<file path="src/rtl/nx_pkg.sv">
// nx_pkg: shared message types, header layout constants and instruction width helper
package nx_pkg;
  typedef enum logic [1:0] {MSG_LOAD, MSG_SIGNAL, MSG_RSVD2, MSG_RSVD3} msg_type_t;
  localparam int TYPE_W = 2;
  localparam int BCAST_W = 1;
  localparam int TYPE_OFF = 0;
  localparam int BCAST_OFF = TYPE_OFF + TYPE_W;
  localparam int COL_OFF = BCAST_OFF + BCAST_W;
  function automatic int hdr_w(input int row_w, input int col_w);
    return row_w + col_w + BCAST_W + TYPE_W;
  endfunction
  function automatic int inst_w(input int op_w, input int reg_w, input int io_w);
    return op_w + 3 * $clog2(reg_w) + 1 + $clog2(io_w);
  endfunction
endpackage

</file>
<file path="src/rtl/nx_msg_fifo.sv">
// nx_msg_fifo: 2-entry message FIFO with push/pop and full/empty status
module nx_msg_fifo #(
  parameter int W = 40
) (
  input  logic         clk,
  input  logic         rst,
  input  logic         push,
  input  logic         pop,
  input  logic [W-1:0] din,
  output logic [W-1:0] dout,
  output logic         full,
  output logic         empty
);
  logic [W-1:0] mem [2];
  logic         rd_ptr, wr_ptr;
  logic [1:0]   cnt;
  assign full = cnt == 2'd2;
  assign empty = cnt == 2'd0;
  assign dout = mem[rd_ptr];
  // storage is data-only, written at the tail on push
  always_ff @(posedge clk)
    if (push) mem[wr_ptr] <= din;
  // pointers and occupancy
  always_ff @(posedge clk or posedge rst)
    if (rst) begin
      rd_ptr <= 1'b0;
      wr_ptr <= 1'b0;
      cnt <= 2'd0;
    end else begin
      if (push) wr_ptr <= ~wr_ptr;
      if (pop) rd_ptr <= ~rd_ptr;
      cnt <= cnt + 2'(push) - 2'(pop);
    end
endmodule

</file>
<file path="src/rtl/nx_node_decoder.sv">
// nx_node_decoder: decodes inbound mesh messages into core strobes; bypass forwarding under NX_DECODER_BYPASS_EN
module nx_node_decoder import nx_pkg::*; #(
  parameter int OP_W = 4,
  parameter int REG_W = 16,
  parameter int IO_W = 4,
  parameter int SLOTS = 32,
  parameter int ADDR_ROW_W = 4,
  parameter int ADDR_COL_W = 4,
  parameter int MSG_W = 40,
  localparam int INST_W = inst_w(OP_W, REG_W, IO_W),
  localparam int SLOT_W = $clog2(SLOTS),
  localparam int IDX_W = $clog2(IO_W)
) (
  input  logic                  clk,
  input  logic                  rst,
  input  logic [ADDR_ROW_W-1:0] node_row,
  input  logic [ADDR_COL_W-1:0] node_col,
  input  logic [MSG_W-1:0]      msg_data,
  input  logic                  msg_valid,
  output logic                  msg_ready,
  output logic [MSG_W-1:0]      byp_data,
  output logic                  byp_valid,
  input  logic                  byp_ready,
  input  logic                  core_in_setup,
  output logic [INST_W-1:0]     load_instr,
  output logic [SLOT_W-1:0]     load_slot,
  output logic                  load_last,
  output logic                  load_valid,
  output logic                  in_value,
  output logic [IDX_W-1:0]      in_index,
  output logic                  in_valid,
  output logic                  err_load
);
  localparam int HDR_W = hdr_w(ADDR_ROW_W, ADDR_COL_W);
  logic [MSG_W-1:0]      head;
  logic                  full, empty, pop, hit, is_local, ld_ok, ld_drop, sg;
  logic [ADDR_ROW_W-1:0] row;
  logic [ADDR_COL_W-1:0] col;
  logic                  bcast;
  msg_type_t             typ;
  logic                  unused;
  nx_msg_fifo #(.W(MSG_W)) u_fifo (
    .clk(clk), .rst(rst), .push(msg_valid & msg_ready), .pop(pop),
    .din(msg_data), .dout(head), .full(full), .empty(empty)
  );
  assign msg_ready = ~full;
  assign row = head[MSG_W-1 -: ADDR_ROW_W];
  assign col = head[MSG_W-HDR_W+COL_OFF +: ADDR_COL_W];
  assign bcast = head[MSG_W-HDR_W+BCAST_OFF];
  assign typ = msg_type_t'(head[MSG_W-HDR_W+TYPE_OFF +: TYPE_W]);
  assign hit = row == node_row && col == node_col;
  assign is_local = bcast | hit;
  assign ld_ok = pop & is_local & typ == MSG_LOAD & core_in_setup;
  assign ld_drop = pop & is_local & typ == MSG_LOAD & ~core_in_setup;
  assign sg = pop & is_local & typ == MSG_SIGNAL;
`ifdef NX_DECODER_BYPASS_EN
  logic fwd;
  assign fwd = bcast | ~hit;
  assign pop = ~empty & (~fwd | ~byp_valid | byp_ready);
  assign unused = ^head;
  // bypass register: load on forwarding pop, hold while downstream stalls
  always_ff @(posedge clk or posedge rst)
    if (rst) begin
      byp_valid <= 1'b0;
      byp_data <= '0;
    end else if (pop & fwd) begin
      byp_valid <= 1'b1;
      byp_data <= head;
    end else if (byp_ready) byp_valid <= 1'b0;
`else
  assign pop = ~empty;
  assign byp_valid = 1'b0;
  assign byp_data = '0;
  assign unused = ^{head, byp_ready};
`endif
  // single-cycle core strobes, their fields, and the sticky dropped-load flag
  always_ff @(posedge clk or posedge rst)
    if (rst) begin
      load_valid <= 1'b0;
      load_instr <= '0;
      load_slot <= '0;
      load_last <= 1'b0;
      in_valid <= 1'b0;
      in_value <= 1'b0;
      in_index <= '0;
      err_load <= 1'b0;
    end else begin
      load_valid <= ld_ok;
      in_valid <= sg;
      err_load <= err_load | ld_drop;
      if (ld_ok) begin
        load_instr <= head[INST_W-1:0];
        load_slot <= head[INST_W +: SLOT_W];
        load_last <= head[INST_W+SLOT_W];
      end
      if (sg) begin
        in_value <= head[0];
        in_index <= head[1 +: IDX_W];
      end
    end
endmodule

</file>
<file path="config.mk">
export PLATFORM = sky130hd
export DESIGN_NAME = nx_node_decoder
export DESIGN_NICKNAME = d
export VERILOG_FILES = /design/src/rtl/nx_pkg.sv /design/src/rtl/nx_msg_fifo.sv /design/src/rtl/nx_node_decoder.sv
export SDC_FILE = /design/constraint.sdc
export NUM_CORES = 1
export LEC_CHECK = 0
export ABC_AREA = 1
export CAP_MARGIN = 20
export CORE_ASPECT_RATIO = 0.7
export CORE_MARGIN = 3
export CORE_UTILIZATION = 25
export DETAILED_ROUTE_END_ITERATION = 8
export SLEW_MARGIN = 20
export SYNTH_ARGS = -nofsm -noshare
export SYNTH_HDL_FRONTEND = slang
export SYNTH_SLANG_ARGS = --single-unit
</file>
<file path="constraint.sdc">
create_clock -name clk -period 4 [get_ports clk]
set_input_delay 0.6 -clock clk [delete_from_list [all_inputs] [get_ports clk]]
set_output_delay 0.6 -clock clk [all_outputs]
set_load 0.1 [all_outputs]
</file>
Word level (Yosys, flattened, before mapping) --
Memory sizes are Yosys's and may differ from the RTL's. Index checks and enable logic that the tools add are counted.
Storage, ports and cells: register bits 35, latch bits 0, bits in writable memories 80, bits in read-only memories 0, bits of input ports 53, output and inout port bits 73, logic and storage cells 36, memories kept 1
Operators by class: add/subtract/negate cells 2, $mul 0, divide/modulo/power cells 0, $lt $le $gt $ge 0, equality and inequality tests 4, shifts and indexed selects 0, muxes and demuxes 2, bitwise logic cells 13, reduce and logical (&&, ||, !) cells 3
Memory list:
- u_fifo.mem | depth 2, bits a word 40, rd ports 1, clocked after Yosys merged registers in 0, write ports 1, line nx_msg_fifo.sv:14 | logic [W-1:0] mem [2];
Operator list (number):
- 4-bit equality test | 2
- 1-bit AND | 6
- 1-bit NOT | 5
- 2-bit logical NOT | 2
- 2-bit by 1-bit adder with 2-bit output | 1
- 2-bit by 1-bit equality test with 1-bit output, second input constant | 1
- 2-bit equality test, second input constant | 1
- 1-bit 2-to-1 mux | 2
- 1-bit OR | 2
- 2-bit by 1-bit subtractor with 2-bit output | 1
- 1-bit logical AND | 1

Depth between registers and ports, before layout --
Gate-level depths: netlist of the first run. An unclocked memory read counts as a cell.
depth in word-level cells 8, mapped depth 14, depth with buffers taken out 13

By module --
Synthesis of the first run repeated with hierarchy kept, for this count alone.
Second synthesis, totals: cell total of the unflattened synthesis 450, area total of the unflattened synthesis 5152.4 µm²
Modules (own cells, without submodules):
- nx_msg_fifo | instances 1, cells an instance 235, area an instance 3365.7 µm², seq. area each 2502.4 µm²
- nx_node_decoder | instances 1, cells an instance 215, area an instance 1786.7 µm², seq. area each 775.7 µm²

Least setup slack after synthesis of the first run --
Ideal clock, no wire load.
path type reg2reg, start point register u_fifo.cnt[1], end point memory u_fifo.mem[1][0] (enable), library setup time 0.431 ns, arrival 2.817 ns, data required time 3.569 ns, path slack 0.752 ns, cell stages (with the launch flop) 4, path buffers 0, clock period less this slack 3.248 ns, cell sequence dfrtp_1 -> nand2_1 -> nand2_1 -> nor2_1
On the way: longest elaborated chain between the ends 5
Ends and longest elaborated chain:
- start: declaration | line nx_msg_fifo.sv:16 | logic [1:0] cnt;
- start signal: assignment | line nx_msg_fifo.sv:32 | cnt <= cnt + 2'(push) - 2'(pop);
- 2-bit equality test | line nx_msg_fifo.sv:17 | assign full = cnt == 2'd2;
- 1-bit NOT | line nx_node_decoder.sv:46 | assign msg_ready = ~full;
- net msg_ready | line nx_node_decoder.sv:20 | output logic msg_ready,
- 1-bit AND | line nx_node_decoder.sv:43 | .clk(clk), .rst(rst), .push(msg_valid & msg_ready), .pop(pop),
- 1-bit 2-to-1 mux | line nx_msg_fifo.sv:22 | if (push) mem[wr_ptr] <= din;
- 1-bit 2-to-1 mux (implied by the code) | line nx_msg_fifo.sv:22
- end: declaration | line nx_msg_fifo.sv:14
The timed path passes the listed nets, and every way through them passes these cells.

Worst setup path after layout of the first run --
start point register u_fifo.rd_ptr, end point register load_instr[3]
On the way: longest elaborated chain between the ends 7, elaborated cells between the ends (all ways) 9, those cells by class eq/ne (2); bitwise (4); reduce/logical (2); memory (1)
Ends and longest elaborated chain:
- start: declaration | line nx_msg_fifo.sv:15 | logic rd_ptr, wr_ptr;
- start signal: assignment | line nx_msg_fifo.sv:31 | if (pop) rd_ptr <= ~rd_ptr;
- memory 2 x 40 bit (*)
- 4-bit equality test | line nx_node_decoder.sv:51 | assign hit = row == node_row && col == node_col;
- 1-bit logical AND | line nx_node_decoder.sv:51
- 1-bit OR | line nx_node_decoder.sv:52 | assign is_local = bcast | hit;
- 1-bit AND (3 in a row) | line nx_node_decoder.sv:53 | assign ld_ok = pop & is_local & typ == MSG_LOAD & core_in_setup;
- end signal: assignment | line nx_node_decoder.sv:92 | load_instr <= head[INST_W-1:0];
- end: declaration | line nx_node_decoder.sv:25 | output logic [INST_W-1:0] load_instr,
Every way passes the cells marked *; elsewhere a longest branch is shown, timed or not. A chain may end at the register's enable or synchronous reset.

==> results of run 1 <==
-- area by class of cell --
| cell class | instances | area (sq um) | area share |
|---|---|---|---|
| multi-input cells | 280 | 1270 | 0.218 |
| well taps | 236 | 295 | 0.0508 |
| repair buffers | 83 | 821 | 0.141 |
| flip-flops and latches | 107 | 3040 | 0.523 |
| clock buffers | 10 | 229 | 0.0394 |
| clock inverters | 6 | 90.1 | 0.0155 |
| inverters | 19 | 71.3 | 0.0123 |
-- layout by cell type, fill, tap and decap left out, types with 2 or more instances in the layout --
cell             Yosys  layout
edfxtp_1            72      72
nand2_1            176     176
conb_1               1      41
clkdlybuf4s50_1      0      79
nor2_1               5       3
inv_1               14      13
clkinv_4             0       2
inv_2                5       6
nand3_1              6       6
nand4_1             25      25
nand2_2              9       9
nor2_2               2       2
nand3b_1             5       5
dfrtp_1             35      34
nor2_4               0       2
buf_4               41       4
bufinv_16            0       2
clkbuf_16            0       9
-- logic make-up after synthesis --
kind of cell / count (synthesis)
other cells: 1
compound gates: 4
simple gates: 233
buf+inv: 77
xor+xnor: 1
mux: 1
flops: 107
-- worst max-delay path: stages (launching register included) --
cell and delay [ns]:
dfrtp_2 0.41, inv_2 0.56, nand2_1 0.15, nand2_1 0.10, nand2_1 0.05, nand2_1 0.06
nand2_1 0.06, nor2_1 0.14, nand2_2 0.10, a21oi_4 0.77, nand4_1 0.20, nand2_1 0.11
-- worst min-delay path by stage --
stage,start,to,slack [ns]
floorplan,u_fifo.cnt[0]$_DFF_PP0_,u_fifo.cnt[1]$_DFF_PP0_,0.45
global placement,in_index[1]$_DFFE_PP0P_,in_index[1]$_DFFE_PP0P_,0.46
detailed placement,load_instr[14]$_DFFE_PP0P_,load_instr[14]$_DFFE_PP0P_,0.47
CTS,load_instr[14]$_DFFE_PP0P_,load_instr[14]$_DFFE_PP0P_,0.49
global route,load_instr[10]$_DFFE_PP0P_,load_instr[10]$_DFFE_PP0P_,0.50
finish,load_instr[12]$_DFFE_PP0P_,load_instr[12]$_DFFE_PP0P_,0.48
-- power breakdown --
group          switching [uW]  internal, uW  total, uW  leakage, uW
combinational            1670           435       2110      0.00125
sequential               92.1          1380       1470      0.00112
clock                     395           550        945     0.000153
-- per-layer routing --
layer	part of all wire	vias up	wire (microns)	global-route usage
li1	-	1466	-	-
met1	0.46	1454	4800	0.135
met2	0.48	107	5010	0.177
met3	0.052	10	551	0.0323
met4	0.013	0	136	0.0352
met5	0	-	0	0
-- per-stage QoR --
stage	instances	setup WS (ns)	power, uW	hold slack (ns)	area, sq um
after floorplan	464	0.752	3170	0.454	4800
after global placement	725	1.26	3590	0.463	5500
after detailed placement	725	1.16	3620	0.467	5500
after CTS	741	1.14	4580	0.486	5820
after global routing	741	0.808	4740	0.501	5820
final	741	1.18	4530	0.481	5820
-- flip-flops by register name, indices dropped and copies added, names as in the netlist --
| signal | count |
|---|---|
| u_fifo.mem | 72 |
| in_valid | 1 |
| load_valid | 1 |
| load_last | 1 |
| in_index | 2 |
| err_load | 1 |
| load_slot | 5 |
| in_value | 1 |
| load_instr | 19 |
| u_fifo.cnt | 2 |
| u_fifo.rd_ptr | 1 |
| u_fifo.wr_ptr | 1 |
==> impl_metrics.py, run 1 <==
metrics = {
    "routing": {
        "ant_nets": 0,
        "totalWireLength_microns": 10500,
        "viasPerCell": 4.10,
        "drt-wirelength-per-cell_microns": 14.2,
        "drtIter0Drc": 166,
        "drt_first_pass_iters": 6,
        "drc": 0,
        "vias": 3037,
    },
    "global_route": {
        "grt_pass1_vias": 3038,
        "grt_max_degree": 38,
        "grt_pass1_wl_microns": 16400,
        "gr-usage-all-layers": 0.107,
        "grt_remaining_overflow": 0,
        "antenna_found_initial": 0,
    },
    "clock_tree": {
        "cts_tree": "done",
        "path_clk_slew_ns": 0.07,
        "holdBufCountCts": 0,
        "cts_buffers": 9,
        "cts.repair.resized": 0,
        "clock_path_buffers": 2,
        "clock_tree.root_cell": "clkbuf_16",
        "cts_setup_buffers": 0,
        "cts.htree.levels": 3,
        "insertion_delay_ns": 0.35,
        "cts.sinks": 107,
    },
    "pwr": {
        "vdd_drop_max_mv": 0.353,
        "power.density_nw_per_um2": 778,
        "cellLeakagePower_uw": 0.00252,
    },
    "setup_path": {
        "cp_max_fo": 37,
        "start_kind": "flop",
        "arrival_ns": 3.10,
        "reg2reg_depth": 11,
        "rr_endpoint": "load_instr[3]$_DFFE_PP0P_",
        "worst_ep_required_time_ns": 4.28,
        "critPathKind": "flop to flop",
        "r2r_start": "u_fifo.rd_ptr$_DFFE_PP0N_",
        "reg2reg_slack_ns": 1.18,
        "worstSetupEndpointType": "flop",
        "endpoint": "load_instr[3]$_DFFE_PP0P_",
        "cp-startpoint": "u_fifo.rd_ptr$_DFFE_PP0N_",
    },
    "timing": {
        "setup_violations": 0,
        "finalHoldViolations": 0,
        "fin_setup_tns_ns": 0,
        "grt_setup_unrepaired": "no",
        "period_needed_ns": 2.82,
        "slew_viol_final": 0,
        "fmax_mhz": 354,
        "fin_skew_ns": 0.0109,
        "fin_crit_sh": 0.706,
        "tightest_slew_ns": 1.01,
        "slew_headroom": 0.324,
    },
    "synthesis": {
        "synth_area_sq_um": 4650,
        "synth_mux_area_frac": 0.00215,
        "synth.distinct_cells": 28,
        "ys_ff_latch": 107,
        "synthTopCellsByCount": "nand2_1 (176), edfxtp_1 (72), buf_4 (41), dfrtp_1 (35), nand4_1 (25)",
        "async_reset_ff_frac": 0.327,
        "synth.most_common_cell": "nand2_1",
        "avgSynthCellArea_sq_um": 11.0,
        "synthXorXnorAreaFrac": 0.00188,
        "synthFlopType": "edfxtp_1",
        "synth-simple-area-share": 0.224,
        "synth_adder_area_share": 0,
        "ys_top_cells_by_area": "edfxtp_1 (46%), dfrtp_1 (19%), nand2_1 (14%), buf_4 (6.6%), nand4_1 (3.4%)",
        "syn_inst": 424,
        "ys_seq_area_frac": 0.653,
        "synth.top_cell.area_share": 0.465,
        "synth-edff-count": 72,
        "synth_area_leader_cell": "edfxtp_1",
        "synth_compound_area_frac": 0.00887,
        "yosys_warnings": 0,
        "synth_top_family_by_area": "simple AND/OR/NAND/NOR gates",
    },
    "die": {
        "die_w_microns": 169,
        "die_h_microns": 120,
        "fp-row-count": 41,
        "dieArea_sq_um": 20300,
        "core-area_sq_um": 18200,
        "start_util": 0.256,
        "ios": 126,
    },
    "placed_design": {
        "hpwl_microns": 6820,
        "portBuffers": 79,
        "place.gp.congestion": 0.693,
    },
    "min_path": {
        "hp-class": "flop to flop",
        "holdPathStages": 2,
    },
    "finish": {
        "nFillCells": 1870,
        "final_core_util": 0.320,
        "diodes": 0,
        "drive_gt1_frac": 0.0911,
        "syn2layout_area_growth_pct": 25.0,
        "fin_nets": 553,
    },
    "outcome": {
        "status": "finished, final reports clean",
    },
    "flow_run": {
        "maxCapViolCount": 0,
    },
}
Note: power is estimated with default switching activity, not from simulation.
==> run 2, diff against run 1 <==
==> constraint.sdc (replaced) <==
create_clock -name clk -period 2.45 [get_ports clk]
set_input_delay 0.3675 -clock clk [delete_from_list [all_inputs] [get_ports clk]]
set_output_delay 0.3675 -clock clk [all_outputs]
set_load 0.1 [all_outputs]
==> run 2 against run 1 <==
Critical path depth up 1. Clock skew shrank 0.0061 ns. Maximum frequency grew 33%. Final area hardly changed. Core utilization hardly changed. Wire length is essentially flat. Cell count up 0.81%. Critical endpoint unchanged. Sequential power up 65%. Global-route usage fell by 0.51 points. Power rose by 60%.
==> impl_metrics.py, run 2 (same netlist as run 1, synthesis figures left out) <==
metrics = {
    "global_route": {
        "antenna_found_initial": 0,
        "grt_remaining_overflow": 0,
        "grt_pass1_wl_microns": 15600,
        "grt_pass1_vias": 2991,
        "gr-usage-all-layers": 0.102,
        "grt_max_degree": 31,
    },
    "finish": {
        "syn2layout_area_growth_pct": 25.0,
        "final_common_cell": "nand2_1",
        "regMostFlops": "u_fifo.mem",
        "reg_top3": "u_fifo.mem: 72 flops, load_instr: 19 flops, load_slot: 5 flops",
        "mostFrequentLayoutCells": "nand2_1 (176), edfxtp_1 (72), clkdlybuf4s50_1 (47)",
        "diodes": 0,
        "largest_register_ffs": 72,
        "fin_nets": 559,
        "drive_gt1_frac": 0.166,
    },
    "clock_tree": {
        "holdBufCountCts": 0,
        "cts_setup_buffers": 0,
        "cts_buffers": 9,
        "cts.htree.levels": 3,
        "insertion_delay_ns": 0.34,
        "clock_tree.root_cell": "clkbuf_16",
        "clock_path_buffers": 2,
        "cts_tree": "done",
        "path_clk_slew_ns": 0.07,
        "cts.sinks": 107,
    },
    "pwr": {
        "power.density_nw_per_um2": 1250,
        "finalPower_uw": 7260,
        "cellLeakagePower_uw": 0.00259,
        "vdd_drop_max_mv": 0.626,
    },
    "setup_path": {
        "start_kind": "flop",
        "critPathKind": "flop to flop",
        "crit_path_frequent_cell": "nand2_1",
        "cp_max_fo": 15,
        "crit_family": "simple AND/OR/NAND/NOR gates",
        "slowest_stage": "dfrtp_2",
        "crit_chain": "buf_4 > nand2_2 > nand2_1 > nand2_1 > nand2_1 > nand2_1 > nor2_1 > nand2_2 > nand2_2 > nand4_4 > nand2_1 > nand2_1",
        "slowest_delay_ns": 0.51,
        "arrival_ns": 2.36,
        "reg2reg_depth": 12,
        "crit_buf_inv": 1,
        "worstSetupEndpointType": "flop",
        "reg2reg_slack_ns": 0.32,
        "path_depth": 12,
        "worst_ep_required_time_ns": 2.68,
    },
    "timing": {
        "setup_violations": 0,
        "slew_viol_final": 0,
        "fmax_mhz": 470,
        "slew_headroom": 0.605,
        "grt_setup_unrepaired": "no",
        "finalHoldViolations": 0,
        "hold-worst-slack_ns": 0.415,
        "tightest_slew_ns": 0.591,
        "fin_crit_sh": 0.868,
        "period_needed_ns": 2.13,
        "fin_skew_ns": 0.00485,
    },
    "die": {
        "die_w_microns": 169,
        "core-area_sq_um": 18200,
        "fp-row-count": 41,
        "ios": 126,
        "dieArea_sq_um": 20300,
        "die_h_microns": 120,
        "start_util": 0.256,
    },
    "routing": {
        "drc": 0,
        "ant_nets": 0,
        "drt-wirelength-per-cell_microns": 14.0,
        "viasPerCell": 4.07,
        "totalWireLength_microns": 10500,
        "drt_first_pass_iters": 4,
        "drtIter0Drc": 177,
        "vias": 3044,
    },
    "placed_design": {
        "portBuffers": 79,
        "place.gp.congestion": 0.692,
        "hpwl_microns": 6850,
    },
    "outcome": {
        "status": "finished, final reports clean",
    },
    "flow_run": {
        "maxCapViolCount": 0,
    },
    "min_path": {
        "hp-class": "input port to asynchronous set/reset pin",
    },
}
## run 2: worst paths after layout
check / startpoint / to
max in group asynchronous: rst / load_instr[7]$_DFFE_PP0P_
min reg2reg: in_index[0]$_DFFE_PP0P_ / in_index[0]$_DFFE_PP0P_
max reg2reg: u_fifo.rd_ptr$_DFFE_PP0N_ / load_instr[3]$_DFFE_PP0P_
min in group clk: in_index[0]$_DFFE_PP0P_ / in_index[0]$_DFFE_PP0P_
max: u_fifo.rd_ptr$_DFFE_PP0N_ / load_instr[3]$_DFFE_PP0P_
min: rst / in_value$_DFFE_PP0P_
## run 2: repair_timing
item,CTS,global route
setup endpoints to repair,0,26
endpoints found under the hold margin,0,0
gates resized for setup,0,3
## run 2: where the power goes
part	switching, uW	internal (uW)	total, uW
clock	639	797	1440
combinational	2710	689	3400
sequential	173	2250	2430
total	3520	3740	7260
## run 2: area by class of cell
cell class | count | area (sq um)
Clock buffer | 9 | 225
Clock inverter | 7 | 76.3
Fill cell | 1825 | 12300
Inverter | 19 | 73.8
Multi-Input combinational cell | 281 | 1290
Sequential cell | 107 | 3040
Tap cell | 236 | 295
Timing Repair Buffer | 88 | 816
## run 2: metrics by stage
stage	cells	TNS (ns)	cell area [sq um]	util	setup WS, ns
after CTS	746	0	5790	0.319	0.0354
final	747	0	5820	0.320	0.323
after global placement	730	0	5490	0.302	0.118
after floorplan	464	-17.86	4810	-	-0.256
after detailed placement	730	0	5490	0.302	0.0540
after global routing	747	0	5820	0.320	0.0501
## run 2: routing by layer
layer | up-vias | part of all wire | wire (microns) | global-route usage
met2 | 127 | 0.47 | 4950 | 0.169
met1 | 1431 | 0.43 | 4500 | 0.124
met5 | - | 0 | 0 | 0
met3 | 13 | 0.084 | 880 | 0.0365
met4 | 0 | 0.016 | 163 | 0.0342
li1 | 1473 | - | - | -
## run 2: worst register-to-register path, stage by stage (launching register included)
cell,delay (ns)
dfrtp_2,0.51
buf_4,0.29
nand2_2,0.08
nand2_1,0.07
nand2_1,0.04
nand2_1,0.07
nand2_1,0.05
nor2_1,0.13
nand2_2,0.10
nand2_2,0.14
nand4_4,0.32
nand2_1,0.16
nand2_1,0.06
==> run 3, diff against run 2 <==
==> constraint.sdc (replaced) <==
create_clock -name clk -period 1.8 [get_ports clk]
set_input_delay 0.27 -clock clk [delete_from_list [all_inputs] [get_ports clk]]
set_output_delay 0.27 -clock clk [all_outputs]
set_load 0.1 [all_outputs]
==> run 3 against run 2 <==
First-iteration DRC count fell by 29%. Sequential cell count did not move. Worst setup slack got worse by 0.29 ns. Core utilization rose by 2.1 points. Sequential power rose by 38%. Combinational power rose by 51%. Sequential share of layout area fell by 3.2 points. Clock skew barely moved. Cell count rose by 1.9%. Critical path depth did not move. Final area rose by 6.6%. Die area did not move. Largest power group unchanged.
==> impl_metrics.py, run 3 (same netlist as run 1, synthesis figures left out) <==
metrics = {
    "die": {
        "die_h_microns": 120,
        "die_w_microns": 169,
        "ios": 126,
        "start_util": 0.256,
        "fp-row-count": 41,
        "core-area_sq_um": 18200,
        "dieArea_sq_um": 20300,
    },
    "setup_path": {
        "arrival_ns": 2.01,
        "start_kind": "flop",
        "slowest_stage": "dfrtp_2",
        "crit_buf_inv": 2,
        "cp_max_fo": 14,
        "worstSetupEndpointType": "flop",
        "rr_endpoint": "in_index[1]$_DFFE_PP0P_",
        "r2r_start": "u_fifo.rd_ptr$_DFFE_PP0N_",
        "reg2reg_slack_ns": 0.03,
        "slowest_delay_ns": 0.47,
        "critPathKind": "flop to flop",
        "crit_chain": "buf_12 > nand2_2 > nand3b_1 > nand2_1 > nand2_2 > nor2_2 > nand2_2 > a21oi_4 > buf_12 > nand2_4 > nand2_1 > nand2_1",
        "worst_ep_required_time_ns": 2.04,
        "crit_family": "simple AND/OR/NAND/NOR gates",
        "reg2reg_depth": 12,
    },
    "global_route": {
        "grt_max_degree": 27,
        "grt_pass1_vias": 3028,
        "grt_pass1_wl_microns": 16300,
        "antenna_found_initial": 0,
        "grt_remaining_overflow": 0,
        "gr-usage-all-layers": 0.107,
    },
    "timing": {
        "fin_setup_tns_ns": 0,
        "period_needed_ns": 1.77,
        "hold-worst-slack_ns": 0.248,
        "grt_setup_unrepaired": "yes",
        "slew_viol_final": 0,
        "fin_crit_sh": 0.983,
        "fmax_mhz": 565,
        "setup_violations": 0,
        "finalHoldViolations": 0,
        "fin_skew_ns": 0.00531,
    },
    "placed_design": {
        "place_area_sq_um": 5780,
        "portBuffers": 79,
        "hpwl_microns": 7440,
        "placed_cells": 741,
        "place.gp.congestion": 0.687,
    },
    "clock_tree": {
        "clock_tree.root_cell": "clkbuf_16",
        "cts_tree": "done",
        "holdBufCountCts": 0,
        "insertion_delay_ns": 0.35,
        "cts.sinks": 107,
        "path_clk_slew_ns": 0.06,
        "clock_path_buffers": 2,
        "cts_buffers": 9,
        "cts.htree.levels": 3,
    },
    "min_path": {
        "hp-class": "input port to asynchronous set/reset pin",
    },
    "finish": {
        "regMostFlops": "u_fifo.mem",
        "diodes": 0,
        "final_common_cell": "nand2_1",
        "largest_register_ffs": 72,
        "fin_nets": 573,
        "reg_top3": "u_fifo.mem: 72 flops, load_instr: 19 flops, load_slot: 5 flops",
        "finalNonFillerCells": 761,
        "drive_gt1_frac": 0.196,
        "syn2layout_area_growth_pct": 33.3,
        "mostFrequentLayoutCells": "nand2_1 (170), edfxtp_1 (72), clkdlybuf4s50_1 (47)",
        "design_area_sq_um": 6200,
    },
    "routing": {
        "drtIter0Drc": 126,
        "vias": 3066,
        "drt_first_pass_iters": 4,
        "viasPerCell": 4.03,
        "drc": 0,
        "totalWireLength_microns": 10300,
        "drt-wirelength-per-cell_microns": 13.5,
        "ant_nets": 0,
    },
    "pwr": {
        "pwr-share-clk": 0.201,
        "seqPwrFrac": 0.315,
        "switching_share": 0.456,
        "cellLeakagePower_uw": 0.00276,
        "power.density_nw_per_um2": 1720,
        "power_switching_uw": 4850,
        "p_comb_frac": 0.484,
        "vdd_drop_max_mv": 0.982,
        "internal_power_uw": 5790,
    },
    "flow_run": {
        "maxCapViolCount": 0,
    },
    "outcome": {
        "status": "finished, final reports clean",
    },
}
[run 3: area by class of cell]
| cell class | instances | area [sq um] |
|---|---|---|
| repair buffers | 103 | 1160 |
| multi-input cells | 280 | 1300 |
| fillers | 1799 | 12000 |
| clock inverters | 3 | 68.8 |
| flip-flops and latches | 107 | 3040 |
| well taps | 236 | 295 |
| clock buffers | 13 | 262 |
| inverters | 19 | 76.3 |
[run 3: what timing repair did]
action | CTS | global route
endpoints found under the setup margin | 29 | 29
resized for setup | 10 | 4
setup buffers | 1 | 1
gates cloned | 2 | 0
[run 3: power by group through the flow]
stage                     Clock, uW  Combinational [uW]  Sequential (uW)
after global placement            0                4960             3380
after floorplan                   0                1740             5320
final                          2140                5150             3350
after detailed placement          0                5030             3380
after CTS                      2220                5180             3350
after global routing           2330                5460             3390
[run 3: how the worst max path moves through the flow]
stage | cells after the start | startpoint | slack (ns) | to
after floorplan | 3 | u_fifo.cnt[1]$_DFF_PP0_ | 0.005 | u_fifo.mem[1][0]$_DFFE_PP_
after detailed placement | 11 | node_row[2] | -0.11 | in_index[1]$_DFFE_PP0P_
after CTS | 12 | u_fifo.rd_ptr$_DFFE_PP0N_ | -0.008 | load_instr[7]$_DFFE_PP0P_
after global placement | 11 | node_row[1] | -0.07 | in_value$_DFFE_PP0P_
final | 12 | u_fifo.rd_ptr$_DFFE_PP0N_ | 0.03 | in_index[1]$_DFFE_PP0P_
after global routing | 13 | u_fifo.rd_ptr$_DFFE_PP0N_ | -0.15 | load_instr[18]$_DFFE_PP0P_
[run 3: stage by stage]
step           total power, uW  worst slack [ns]   util
6_report                 10600            0.0304  0.342
5_1_grt                  11200            -0.145  0.342
4_1_cts                  10800          -0.00802  0.340
3_5_place_dp              8410            -0.109  0.318
3_3_place_gp              8350           -0.0658  0.318
2_1_floorplan             7060           0.00541      -
[run 3: per-layer routing]
metal  vias up  share of wire  routed length [microns]  GRT usage
met5         -              0                        0          0
met4         0          0.017                      172     0.0352
met3        17          0.068                      695     0.0418
met2       105           0.45                     4640      0.169
met1      1443           0.46                     4780      0.134
li1       1501              -                        -          -
[run 3: worst reg2reg max path, cell delays in order, from the launching register on]
cell	delay, ns
dfrtp_2	0.47
buf_12	0.17
nand2_2	0.06
nand3b_1	0.08
nand2_1	0.09
nand2_2	0.06
nor2_2	0.11
nand2_2	0.08
a21oi_4	0.20
buf_12	0.17
nand2_4	0.06
nand2_1	0.06
nand2_1	0.05
